--- src/rtl/seven_seg_scanner.sv ---
// Multiplexed seven-segment display scanner.
// One digit is lit per slot of TICK_DIV clocks, cycling through N_DIGITS.
// Display content comes from shadow registers that reload once per frame,
// so the input bus may change at any time without tearing a frame.
// Digit blanking, leading-zero suppression and an optional hex glyph set
// are supported. All display outputs are registered.

module seven_seg_scanner #(
   parameter int N_DIGITS = 4,        // legal range 2..8
   parameter int TICK_DIV = 100000,   // clk cycles per digit slot, >= 2
   parameter bit HEX_MODE = 1'b1      // 1: draw A-F glyphs, 0: blank nibbles > 9
) (
   input  logic                    clk,
   input  logic                    reset,
   input  logic                    enable,
   input  logic [4*N_DIGITS-1:0]   data,
   input  logic [N_DIGITS-1:0]     dp_in,
   input  logic [N_DIGITS-1:0]     blank_in,
   input  logic                    lz_suppress,
   output logic [N_DIGITS-1:0]     an,
   output logic [6:0]              sseg,
   output logic                    dp,
   output logic                    frame_start
);

   localparam int CNT_W = $clog2(TICK_DIV);
   localparam int IDX_W = $clog2(N_DIGITS);
   localparam logic [CNT_W-1:0] CNT_LAST = CNT_W'(TICK_DIV - 1);
   localparam logic [IDX_W-1:0] IDX_LAST = IDX_W'(N_DIGITS - 1);
   localparam logic [6:0]       SEG_OFF  = 7'h7F;

   // Scan state
   logic [CNT_W-1:0]      presc_q, presc_d;
   logic [IDX_W-1:0]      idx_q, idx_d;
   logic                  first_q;   // set by reset until the first enabled clock

   // Shadow copy of the display inputs, reloaded once per frame
   logic [4*N_DIGITS-1:0] data_q;
   logic [N_DIGITS-1:0]   dp_sh_q;
   logic [N_DIGITS-1:0]   blank_q;
   logic                  lz_q;

   // Registered outputs
   logic [N_DIGITS-1:0]   an_q, an_d;
   logic [6:0]            sseg_q, sseg_d;
   logic                  dp_q, dp_d;
   logic                  fs_q;

   // Combinational helpers
   logic                  tick;
   logic                  load;
   logic [N_DIGITS-1:0]   lz_mask;
   logic [3:0]            cur_nib;

   // Active-low glyph for one nibble; a = bit 6.
   function automatic logic [6:0] glyph(input logic [3:0] nib);
      logic [6:0] g;
      case (nib)
         4'h0: g = 7'b0000001;
         4'h1: g = 7'b1001111;
         4'h2: g = 7'b0010010;
         4'h3: g = 7'b0000110;
         4'h4: g = 7'b1001100;
         4'h5: g = 7'b0100100;
         4'h6: g = 7'b0100000;
         4'h7: g = 7'b0001111;
         4'h8: g = 7'b0000000;
         4'h9: g = 7'b0000100;
         4'hA: g = HEX_MODE ? 7'b0001000 : SEG_OFF;
         4'hB: g = HEX_MODE ? 7'b1100000 : SEG_OFF;
         4'hC: g = HEX_MODE ? 7'b0110001 : SEG_OFF;
         4'hD: g = HEX_MODE ? 7'b1000010 : SEG_OFF;
         4'hE: g = HEX_MODE ? 7'b0110000 : SEG_OFF;
         default: g = HEX_MODE ? 7'b0111000 : SEG_OFF;
      endcase
      return g;
   endfunction

   // Next scan state, shadow load strobe and next display drive
   always_comb begin
      logic zero_run;
      // NOTE: every signal written here gets a default first, so no path
      // through the block can leave one unassigned and infer a latch.
      presc_d  = presc_q;
      idx_d    = idx_q;
      lz_mask  = '0;
      an_d     = '1;
      sseg_d   = SEG_OFF;
      dp_d     = 1'b1;
      zero_run = 1'b1;

      tick = (presc_q == CNT_LAST);
      load = enable && (first_q || (tick && (idx_q == IDX_LAST)));

      if (enable) begin
         presc_d = tick ? '0 : presc_q + CNT_W'(1);
         if (tick) begin
            idx_d = (idx_q == IDX_LAST) ? '0 : idx_q + IDX_W'(1);
         end
      end

      // A digit is a leading zero when it and every digit above it is zero;
      // digit 0 always shows.
      for (int k = N_DIGITS - 1; k >= 0; k--) begin
         zero_run = zero_run && (data_q[4*k +: 4] == 4'h0);
         if (k != 0) begin
            lz_mask[k] = zero_run;
         end
      end

      cur_nib = data_q[4*idx_q +: 4];

      // Blanked digits keep their anode off; lz-blanked digits keep the anode
      // on so their decimal point can still light.
      if (enable && !blank_q[idx_q]) begin
         an_d[idx_q] = 1'b0;
         dp_d        = ~dp_sh_q[idx_q];
         sseg_d      = (lz_q && lz_mask[idx_q]) ? SEG_OFF : glyph(cur_nib);
      end
   end

   // Scan counters, shadow registers and output registers
   always_ff @(posedge clk or posedge reset) begin
      if (reset) begin
         presc_q <= '0;
         idx_q   <= '0;
         first_q <= 1'b1;
         // NOTE: the shadow registers are reset as well, so the display shows
         // a defined all-zero image until the first load.
         data_q  <= '0;
         dp_sh_q <= '0;
         blank_q <= '0;
         lz_q    <= 1'b0;
         an_q    <= '1;
         sseg_q  <= SEG_OFF;
         dp_q    <= 1'b1;
         fs_q    <= 1'b0;
      end else begin
         // NOTE: non-blocking assignments so every register samples the
         // pre-edge values regardless of statement order.
         presc_q <= presc_d;
         idx_q   <= idx_d;
         if (enable) begin
            first_q <= 1'b0;
         end
         if (load) begin
            data_q  <= data;
            dp_sh_q <= dp_in;
            blank_q <= blank_in;
            lz_q    <= lz_suppress;
         end
         an_q   <= an_d;
         sseg_q <= sseg_d;
         dp_q   <= dp_d;
         fs_q   <= load;
      end
   end

   assign an          = an_q;
   assign sseg        = sseg_q;
   assign dp          = dp_q;
   assign frame_start = fs_q;

endmodule

--- config.mk ---
export PLATFORM = sky130hd
export DESIGN_NAME = seven_seg_scanner
export DESIGN_NICKNAME = d
export VERILOG_FILES = /design/src/rtl/seven_seg_scanner.sv
export SDC_FILE = /design/constraint.sdc
export NUM_CORES = 1
export LEC_CHECK = 0
export BUFFER_PORTS_ARGS = -buffer_cell sky130_fd_sc_hd__buf_2
export CAP_MARGIN = 15
export CORE_MARGIN = 4
export CORE_UTILIZATION = 50
export DETAILED_ROUTE_END_ITERATION = 8
export GPL_TIMING_DRIVEN = 0
export PLACE_DENSITY = 0.71
export SYNTH_ARGS = -nofsm -noshare
export SYNTH_HDL_FRONTEND = slang
export SYNTH_SLANG_ARGS = --single-unit
--- constraint.sdc ---
create_clock -name clk -period 3.25 [get_ports clk]
set_clock_uncertainty 0.1 [all_clocks]
set_input_delay 0.325 -clock clk [delete_from_list [all_inputs] [get_ports clk]]
set_output_delay 0.325 -clock clk [all_outputs]
set_load 0.01 [all_outputs]
* Word level (Yosys, flattened, before mapping) *
Memories as Yosys holds them, arrays and structs flattened.
Cells that the tools add are included.

word-level totals
  register bits after elaboration = 58
  bits in read-only memories = 112
  bits of input ports = 28
  output and inout bits = 13
  logic and storage cells = 48
  memories = 1

operators by class
  $add $sub $neg = 2
  magnitude comparators = 2
  equal/unequal tests = 2
  shift-type cells = 1
  muxes and demuxes = 14
  bitwise logic cells = 2
  reductions and logical operators = 13

memory list
  memory           depth  bits a word  read ports  clocked after memory_dff  write ports  line  RTL
  (no name shown)  16     7            1           0                         0            58    case (nib)

operator list
  operator               number
  $add 17x1->17 const B  1
  $eq 17x17->1 const B   1
  $mux 17                1
  $shiftx 16x5->4        1
  $mux 7                 2
  $logic_not 4->1        3
  $logic_and 1x1->1      7
  $bmux 1 s2             3
  $mux 1                 5
  $mux 4                 1
  $not 4->4              1
  $lt 2x3->1 const B     1
  $add 2x1->2 const B    1
  $demux 1 s2            1
  $eq 2x2->1 const B     1
  $ge 2x1->1 const B     1
  $mux 2                 1
  $reduce_and 2->1       1
  $logic_not 1->1        1
  $logic_or 1x1->1       1
  $not 1->1              1

* Logic depth before layout (Yosys ltp) *
  word-level depth = 8
  mapped depth = 7
  mapped depth without buffers = 6

* Worst setup path before layout *
No wires, ideal clock.

  kind = reg-to-reg
  from = reg idx_q[0]
  to = reg sseg_q[6], in the netlist sseg[6]
  setup time = 0.087 ns
  arrival = 1.991 ns
  setup slack = 1.071 ns
  stages on the path, launching flop included = 7
  buffers on the path = 1
  clock period less this slack = 2.179 ns
  path through = dfrtp_1 -> buf_2 -> mux4_2 -> ha_1 -> or3_1 -> a21oi_1 -> o31ai_1

on the way
  longest elaborated chain between the ends = 5
  elaborated cells on any way between the ends = 11
  classes of those cells = 1 x shift; 6 x mux; 3 x reduce/logical; 1 x memory

RTL lines
  element                                                               line  RTL
  start: declaration                                                    34    logic [IDX_W-1:0] idx_q, idx_d;
  start signal: assignment                                              142   idx_q <= idx_d;
  parallel branches: the longest is 4 deep, another holds $mem_v2 16x7  -
  $mux 7 *                                                              115   if (enable && !blank_q[idx_q]) begin
  named net sseg_d[6]                                                   45    logic [6:0] sseg_q, sseg_d;
  end signal: assignment                                                153   sseg_q <= sseg_d;
  end: declaration                                                      45

Mark *: on every way through the listed nets, which the timed path passes. The select of a mux whose other input is x is not followed.
A chain may end at the register's enable or synchronous reset.

* Worst setup path in the final report *
Same ends and word-level chain as after synthesis.

==> summary.txt <==
pwr/cell area: 492 nW/um^2
sequential share of the synthesized area: 0.502
final setup TNS: 0 ps
fraction of layout cells with a size suffix above 1: 0.396
Initial Util: 0.525
wire per inst: 15.4 um
crit path launch type: flop
IO Pins: 41
CTS max path bufs: 2
f_max: 409 MHz
TritonCTS clock tree: yes
Top delay family on crit path: multiplexers
Rows: 27
Setup Viol. Count Final: 0
RSZ-0062 raised after global routing: false
Slew Viols, Final: 0
crit path cell chain: buf_2 -> mux4_2 -> ha_1 -> or3_1 -> a21oi_1 -> o31ai_1
synthesized instance count: 236
worst path bufs/invs: 1
gr ovfl total: 0
Worst path max stage delay: 620 ps
HP Class: in2reg
Detailed Place HPWL: 4040 um
Async S/R FF share, synth: 1.00
sw frac: 0.233
slew margin rel.: 0.512
Root Buffer: clkbuf_8
launch point of the worst reg-to-reg path: idx_q[0]
top area cells in the synthesized netlist: dfrtp_1, dfstp_2, mux2_2
outcome: finished clean
top cell type's share of synthesized area: 0.385
top post-synthesis cells by count: dfrtp_1, mux2_2, nand2_1
fillers: 452
area of the multi-input gates: 1380 um^2
CP arrival: 2580 ps
FF+latch area: 1470 um^2
prevailing post-synth register cell: dfrtp_1
Synth Register Bits: 58
Yosys Warn Count: 0
vias in the first global route: 1986
Inserted Diodes: 0
Setup Buffers After CTS: 0
Clock power frac: 0.440
PortBufs: 39
hold path endpoint: blank_q[3]
first-pass GRT wire length: 9400 um
chip width: 84.5 um
final-report hold violation count: 0
antenna violations before repair: 0
VDD IR-drop max: 281 uV
CTS HTree Levels: 3
Final Cycle Share: 0.752
Hold Slack: 111 ps
final core utilization: 0.622
WP data required: 3380 ps
area delta synth->final: 18.6%
Clock Sinks: 58
CP max-delay cell: mux4_2
HP Start: blank_in[3]
Detail Route Antenna Nets: 0
Final WS setup: 806 ps
Final Wtd Congestion: 0.793
count leader, synth: dfrtp_1
placed cell area: 3230 um^2
setup slack at placement: 839 ps
worst slew pin tran: 711 ps
all-layer global routing usage: 0.167
routed wire length: 5620 um
Finished Cell Area: 3470 um^2
die area: 7140 um^2
max_cap viols: 0
capture instance of the worst register-to-register path: sseg[6]
post-cts sizing count: 0
Layout Nets: 327
hold depth: 2
Internal Power: 1.31 mW
via count: 2012
Sw Pwr: 0.398 mW
DRT iter0 DRCs: 124
Syn Nets: 275
Crit Path Max Fanout: 10
clock transition at the registers of the reported paths: 60 ps
critical path class: reg2reg
largest net degree at the start of global routing: 44
Core ar.: 5570 um^2
Sequential Power Share: 0.481
count of cell types in the netlist: 47
hold_buf cts: 1
Leakage: 1.57 nW
Yosys top cell by area: dfrtp_1
DRC errors left: 0
height of the die: 84.5 um
worst-skew pair later-pin latency: 340 ps
minimum clock period: 2440 ps
mapped cell area: 2920 um^2
Initial DRT Pass Iterations: 4
endpoint class of the critical path: flop
cts bufs inserted: 9
syn_area_per_cell: 12.4 um^2
CP Depth: 6
Reg2Reg Depth: 6
number of synthesized flops with an enable pin: 0
Logic pwr share: 0.080
via/cell ratio: 5.51
R2R Setup Slk: 810 ps
[power by group through the flow]
stage	registers (mW)	clock network, mW	logic (mW)
finish	0.820	0.750	0.136
CTS	0.819	0.762	0.137
global route	0.828	0.804	0.160
global placement	0.829	0	0.128
detailed placement	0.832	0	0.134
floorplan	0.822	0	0.0925
[stage by stage]
stage / total power, mW / instances
floorplan: 0.914 / 236
global placement: 0.957 / 347
detailed placement: 0.966 / 348
CTS: 1.72 / 365
global route: 1.79 / 365
finish: 1.71 / 365
[cells in the final DEF, fill, tap and decap left out, types with 3 or more instances in the layout]
cell type   n
a21oi_1     6
buf_2      42
clkbuf_8   11
dfrtp_1    45
dfstp_2    13
ha_1       11
inv_1       8
mux2_2     29
mux2i_1     7
mux4_2      6
nand2_1    17
nand3_1     6
nand4_1     7
nor2_1     12
nor3_1      4
nor4_1      4
o21ai_0     4
o311ai_0    3
or3_1       3
xnor2_1     9
xor2_1      7
[logic make-up (layout without fill, tap and decap cells)]
logic type | count (synthesis) | in the layout | synth area share
AO/OA/AOI/OAI | 23 | 23 | 0.0586
XOR/XNOR | 16 | 16 | 0.0479
adder cells (fa/ha/maj) | 11 | 11 | 0.0471
buffers and inverters | 16 | 73 | 0.0274
flip-flops | 58 | 58 | 0.502
multiplexers | 43 | 43 | 0.186
AND/OR/NAND/NOR | 69 | 69 | 0.131
[how the worst max path moves through the flow]
stage               startpoint          to
finish                idx_q[0]     sseg[6]
global route          idx_q[0]     sseg[6]
CTS                   idx_q[0]     sseg[6]
detailed placement    idx_q[0]     sseg[6]
global placement         reset  blank_q[2]
floorplan             idx_q[0]     sseg[6]
[flip-flops by register name, indices dropped and copies added, names as in the netlist, 2 cells and up]
signal and flops:
an 4, blank_q 4, idx_q 2, dp_sh_q 4, sseg 7, presc_q 17
data_q 16
[metal layers]
layer  track usage  up-vias  wire [um]
li1              -      961          -
met1         0.236      982       2720
met2         0.236       58       2420
met3        0.0451       11        334
met4        0.0863        0        143
met5             0        -          0
[final cells by class]
| type | count | share of cell area |
|---|---|---|
| repair buffers | 41 | 0.0649 |
| multi-input cells | 162 | 0.397 |
| clock inverters | 4 | 0.0213 |
| clock buffers | 12 | 0.0447 |
| well taps | 72 | 0.0260 |
| plain buffers | 6 | 0.0123 |
| inverters | 10 | 0.0108 |
| flip-flops and latches | 58 | 0.423 |
Power figures use the tool's default switching activity.
